## src/rtl/pc_fetch.sv

```systemverilog
// Fetch stage: program counter, instruction register and redirect handling.
// Jump beats taken branch beats stall; HALTED freezes everything until reset.
module pc_fetch #(
  parameter logic [15:0] RESET_PC = 16'h0000,
  parameter int          OFFSET_W = 6
) (
  input  logic                clk_pi,
  input  logic                reset_pi,
  input  logic                stall_pi,
  input  logic                halt_pi,
  input  logic                is_branch_taken_pi,
  input  logic [15:0]         branch_pc_pi,
  input  logic [OFFSET_W-1:0] branch_offset_pi,
  input  logic                jump_pi,
  input  logic [15:0]         jump_target_pi,
  input  logic [15:0]         imem_data_pi,
  output logic [15:0]         pc_po,
  output logic [15:0]         instr_po,
  output logic [15:0]         instr_pc_po,
  output logic                instr_valid_po,
  output logic                halted_po,
  output logic [15:0]         taken_count_po
);

  typedef enum logic {ST_RUN, ST_HALTED} state_t;

  state_t      state_q, state_d;
  logic [15:0] pc_q, pc_d;
  logic [15:0] instr_q, instr_d;
  logic [15:0] instr_pc_q, instr_pc_d;
  logic        valid_q, valid_d;
  logic [15:0] count_q, count_d;

  logic [15:0] offset_ext;
  logic [15:0] branch_target;
  logic [15:0] count_inc;

  assign offset_ext    = {{(16-OFFSET_W){branch_offset_pi[OFFSET_W-1]}}, branch_offset_pi};
  assign branch_target = branch_pc_pi + 16'd1 + offset_ext;
  assign count_inc     = (count_q == 16'hFFFF) ? count_q : count_q + 16'd1;

  always_comb begin
    state_d    = state_q;
    pc_d       = pc_q;
    instr_d    = instr_q;
    instr_pc_d = instr_pc_q;
    valid_d    = valid_q;
    count_d    = count_q;
    case (state_q)
      ST_RUN: begin
        if (halt_pi) begin
          state_d = ST_HALTED;
          valid_d = 1'b0;
        end else if (jump_pi) begin
          pc_d    = jump_target_pi;
          instr_d = 16'h0000;
          valid_d = 1'b0;
          count_d = count_inc;
        end else if (is_branch_taken_pi) begin
          pc_d    = branch_target;
          instr_d = 16'h0000;
          valid_d = 1'b0;
          count_d = count_inc;
        end else if (!stall_pi) begin
          instr_d    = imem_data_pi;
          instr_pc_d = pc_q;
          valid_d    = 1'b1;
          pc_d       = pc_q + 16'd1;
        end
      end
      // HALTED holds every register; only reset leaves it.
      default: begin
        state_d = ST_HALTED;
      end
    endcase
  end

  always_ff @(posedge clk_pi or posedge reset_pi) begin
    if (reset_pi) begin
      state_q    <= ST_RUN;
      pc_q       <= RESET_PC;
      instr_q    <= 16'h0000;
      instr_pc_q <= 16'h0000;
      valid_q    <= 1'b0;
      count_q    <= 16'h0000;
    end else begin
      state_q    <= state_d;
      pc_q       <= pc_d;
      instr_q    <= instr_d;
      instr_pc_q <= instr_pc_d;
      valid_q    <= valid_d;
      count_q    <= count_d;
    end
  end

  assign pc_po          = pc_q;
  assign instr_po       = instr_q;
  assign instr_pc_po    = instr_pc_q;
  assign instr_valid_po = valid_q;
  assign halted_po      = (state_q == ST_HALTED);
  assign taken_count_po = count_q;

endmodule

```

## config.mk

```make
export PLATFORM = sky130hd
export DESIGN_NAME = pc_fetch
export DESIGN_NICKNAME = d
export VERILOG_FILES = /design/src/rtl/pc_fetch.sv
export SDC_FILE = /design/constraint.sdc
export NUM_CORES = 1
export LEC_CHECK = 0
export ABC_CLOCK_PERIOD_IN_PS = 3100
export CAP_MARGIN = 25
export CORE_ASPECT_RATIO = 0.8
export CORE_MARGIN = 2
export CORE_UTILIZATION = 50
export DETAILED_ROUTE_END_ITERATION = 7
export GPL_TIMING_DRIVEN = 0
export PLACE_DENSITY = 0.95
export SLEW_MARGIN = 20
export SYNTH_ARGS = -nofsm -noshare
export SYNTH_HDL_FRONTEND = slang
export SYNTH_SLANG_ARGS = --single-unit
```

## constraint.sdc

```tcl
create_clock -name clk_pi -period 3.1 [get_ports clk_pi]
set_input_delay 0.31 -clock clk_pi [delete_from_list [all_inputs] [get_ports clk_pi]]
set_output_delay 0.31 -clock clk_pi [all_outputs]
set_load 0.05 [all_outputs]
```

# Word level (Yosys, flattened, before mapping)
# Index checks and enable logic that the tools add are counted.
op_classes:
  addsub: 4
  n_eq_ne: 3
  mux: 15
  n_bitwise: 5
  n_reduce_logical: 5
op_table:
  columns: ["op", "n"]
  rows:
  - ["2-to-1 mux 16 bit", 9]
  - ["adder 16 x 1 -> 16 bit, second input constant", 3]
  - ["adder 16 bit", 1]
  - ["== test 16 bit, second input constant", 1]
  - ["2-to-1 mux 1 bit", 6]
  - ["AND reduction 3 bit", 2]
  - ["NOT 1 bit", 5]
  - ["AND reduction 5 bit", 1]
  - ["inequality test 4 x 1 -> 1 bit, second input constant", 1]
  - ["inequality test 3 x 1 -> 1 bit, second input constant", 1]
  - ["AND reduction 2 bit", 1]
  - ["nonzero test 2 bit", 1]
word_totals:
  ff_bits: 66
  inputBits: 60
  output_inout_bits: 66
  wordCells: 38

# Logic depth before layout (Yosys ltp)
logic_depth:
  ltp_word: 4
  ltp_mapped: 11
  ltp_nobuf: 11

# Worst setup path after synthesis
# Ideal clock, no wire load.
synth_timing:
  kind: "input port to flip-flop"
  startpoint: "input branch_pc_pi[0]"
  endpoint: "register pc_q[14], in the netlist pc_po[14]"
  setup_ns: 0.086
  t_arrival_ns: 2.183
  t_required_ns: 3.014
  slack_ns: 0.831
  path_stages: 11
  path_buffers: 0
  cell_sequence: "inv_1 ha_1 inv_1 fa_1 a21oi_1 o22ai_1 o311a_1 a21oi_2 a21oi_1 mux2_4 o221ai_2"
synth_via:
  elab_chain_len: 4
synth_rtl:
  columns: ["item", "line", "text"]
  rows:
  - ["from (decl)", "12", "input logic [15:0] branch_pc_pi,"]
  - ["adder 16 x 1 -> 16 bit", "39", "assign branch_target = branch_pc_pi + 16'd1 + offset_ext;"]
  - ["adder 16 bit", "39", null]
  - ["2-to-1 mux 16 bit", "59", "end else if (is_branch_taken_pi) begin"]
  - ["2-to-1 mux 16 bit", "54", "end else if (jump_pi) begin"]
  - ["to (signal assigned)", "88", "pc_q <= pc_d;"]
  - ["to (decl)", "28", "logic [15:0] pc_q, pc_d;"]
# No other way between the ends.
# A chain may end at the register's enable or synchronous reset.

# Final worst setup path
# Ends and elaborated chain as after synthesis.

==> flow_metrics.py <==
metrics = {
    "sta": {
        "min_period_over_period": 0.847,
        "tightest_slew_ns": 0.746,
        "holdWs_ns": 0.268,
        "relSlewSlack": 0.501,
        "setup-tns-final_ns": 0,
        "maxSlewViolCount": 0,
        "min_period_ns": 2.63,
        "setup_viol": 0,
        "setup_ws_ns": 0.475,
        "finClkSkew_ns": 0.00651,
        "max_freq_mhz": 381,
        "rsz0062_at_grt": "false",
        "hold_violations": 0,
    },
    "cells_and_area": {
        "mostFrequentLayoutCells": "clkdlybuf4s50_1 (125), dfrtp_1 (66), nor2_1 (32), nand2_1 (31), o21ai_0 (28)",
        "fin_nets": 608,
        "area_delta_synth_final_pct": 42.0,
        "stdcell_area_um2": 5460,
        "n_antenna_cell": 0,
        "drive_gt1_frac": 0.105,
        "layout_commonest_cell": "clkdlybuf4s50_1",
    },
    "power": {
        "peakVddDrop_v": 0.000273,
        "power_density_nw_per_um2": 433,
        "leakage_nw": 2.33,
    },
    "clock_network": {
        "ctsResizeCount": 0,
        "clkTransAtPathRegs_ns": 0.08,
        "cts_buffer_depth": 2,
        "cts.sinks": 66,
        "clk_latency_ns": 0.34,
        "ctsHoldBuffers": 0,
        "clockRootBuffer": "clkbuf_8",
        "cts_made_buffers": 9,
        "cts_tree": "built",
        "cts_setup_buffers": 0,
        "ctsHtreeMaxLevel": 3,
    },
    "logic_synthesis": {
        "yosysSeqAreaShare": 0.430,
        "synth_cells": 393,
        "async_flop_share": 1.00,
        "synthFlopType": "dfrtp_1",
        "synth_nets": 471,
        "synth_edf_count": 0,
        "syn_area_per_cell_um2": 9.78,
        "synth_area_um2": 3840,
        "yosys.cell_types.count": 52,
        "ys_ff_latch": 66,
        "yosysWarningCount": 0,
    },
    "global_route": {
        "grt_util_all_layers": 0.266,
        "grt_overflow_total": 0,
        "grt_max_degree": 48,
        "grt_pass1_wl_um": 17100,
        "antenna_found_initial": 0,
        "grt_pass1_vias": 3560,
    },
    "route": {
        "drtIter0Drc": 281,
        "antenna_left": 0,
        "detail_route.wirelength_um": 11200,
        "vias": 3696,
        "drc": 0,
        "viasPerCell": 5.78,
        "drtPass1Iterations": 5,
        "wl_per_cell_um": 17.5,
    },
    "place": {
        "numPortBuffers": 125,
        "dp_hpwl_um": 8390,
        "place_ws_ns": 0.144,
        "place_area_um2": 5260,
        "place.gp.congestion": 0.856,
    },
    "job": {
        "drv_cap": 0,
    },
    "die": {
        "dieArea_um2": 8410,
        "die_w_um": 102,
        "rows": 28,
        "design.core.area_um2": 7430,
        "ios": 126,
        "start_util": 0.518,
        "dieHeight_um": 82.4,
    },
    "setup_path": {
        "crit_path_start_kind": "primary input",
        "worstSetupEndpointType": "flip-flop",
        "worstPathRequired_ns": 3.36,
        "crit_type": "in2reg",
        "crit_fanout": 2,
        "arrival_ns": 2.88,
    },
    "worst_hold_path": {
        "hold_class": "in2async",
    },
    "outcome": {
        "status": "finished clean",
    },
}
stage by stage:
step | total power, mW | instances | util
2_1_floorplan | 1.36 | 393 | -
3_3_place_gp | 1.59 | 623 | 0.704
3_5_place_dp | 1.62 | 624 | 0.708
4_1_cts | 2.37 | 640 | 0.735
5_1_grt | 2.45 | 640 | 0.735
6_report | 2.36 | 640 | 0.735
critical path, cell delays in order:
cell             delay, ns
clkdlybuf4s50_1       0.40
inv_1                 0.07
ha_1                  0.19
inv_1                 0.06
fa_1                  0.40
a21oi_1               0.23
o22ai_1               0.15
o311a_1               0.34
a21oi_2               0.19
a21oi_1               0.11
mux2_4                0.31
o221ai_2              0.12
metal layers:
layer,track usage,part of all wire,vias up
met5,0,0,-
met2,0.441,0.49,208
met1,0.348,0.41,1771
li1,-,-,1692
met3,0.0690,0.081,25
met4,0.0773,0.019,0
worst paths after layout:
path	start	end	slack, ns	cells after the start
max	branch_pc_pi[0]	pc_po[14]	0.47	12
min	reset_pi	taken_count_po[15]	0.27	2
max reg2reg	halted_po	instr_pc_po[12]	1.03	5
min reg2reg	taken_count_po[13]	taken_count_po[13]	0.50	1
max in group asynchronous	reset_pi	instr_pc_po[8]	2.30	3
min in group clk_pi	taken_count_po[13]	taken_count_po[13]	0.50	1
cells in the mapped netlist, drive strengths merged (4+ instances only):
library cell | instances | area, um^2
o22ai | 5 | 31.3
mux2 | 18 | 206
a21oi | 31 | 170
and3 | 7 | 43.8
nand2b | 4 | 25.0
xor2 | 13 | 114
clkbuf | 7 | 26.3
o21ai | 31 | 155
nand2 | 31 | 116
nor3 | 9 | 65.1
buf | 7 | 33.8
a22o | 16 | 140
xnor2 | 20 | 175
nand3 | 12 | 60.1
a211oi | 5 | 37.5
dfrtp | 66 | 1650
mux2i | 5 | 50.1
nor2 | 32 | 120
inv | 15 | 56.3
and4 | 5 | 43.8
ha | 17 | 213
report_power, final:
part           total, mW  internal, mW  leakage [nW]  switching (mW)
Combinational      0.639         0.267          1.36           0.372
Clock              0.754         0.395         0.103           0.359
Sequential         0.972         0.905         0.876          0.0665
Total               2.36          1.57          2.33           0.798
flip-flops by register name, indices dropped and copies added (netlist names):
signal	cells
halted_po	1
instr_pc_po	16
instr_po	16
instr_valid_po	1
pc_po	16
taken_count_po	16
kinds of logic after synthesis:
logic type                 synth area share
AOI/OAI and AO/OA                     0.192
xor gates and xnor gates             0.0752
adders and majority gates            0.0605
buffers and inverters                0.0303
DFF                                   0.430
muxes                                0.0667
and+or+nand+nor                       0.145
layout make-up:
cell class                 instances  area [um^2]
buffer                            14         60.1
clock inverter                     6         65.1
fill                             531         1970
timing repair buffer             126         1280
clock buffer                      10          138
multi-input combinational        298         2080
tap                              105          131
inverter                          15         58.8
sequential                        66         1650
Power figures use the tool's default switching activity.
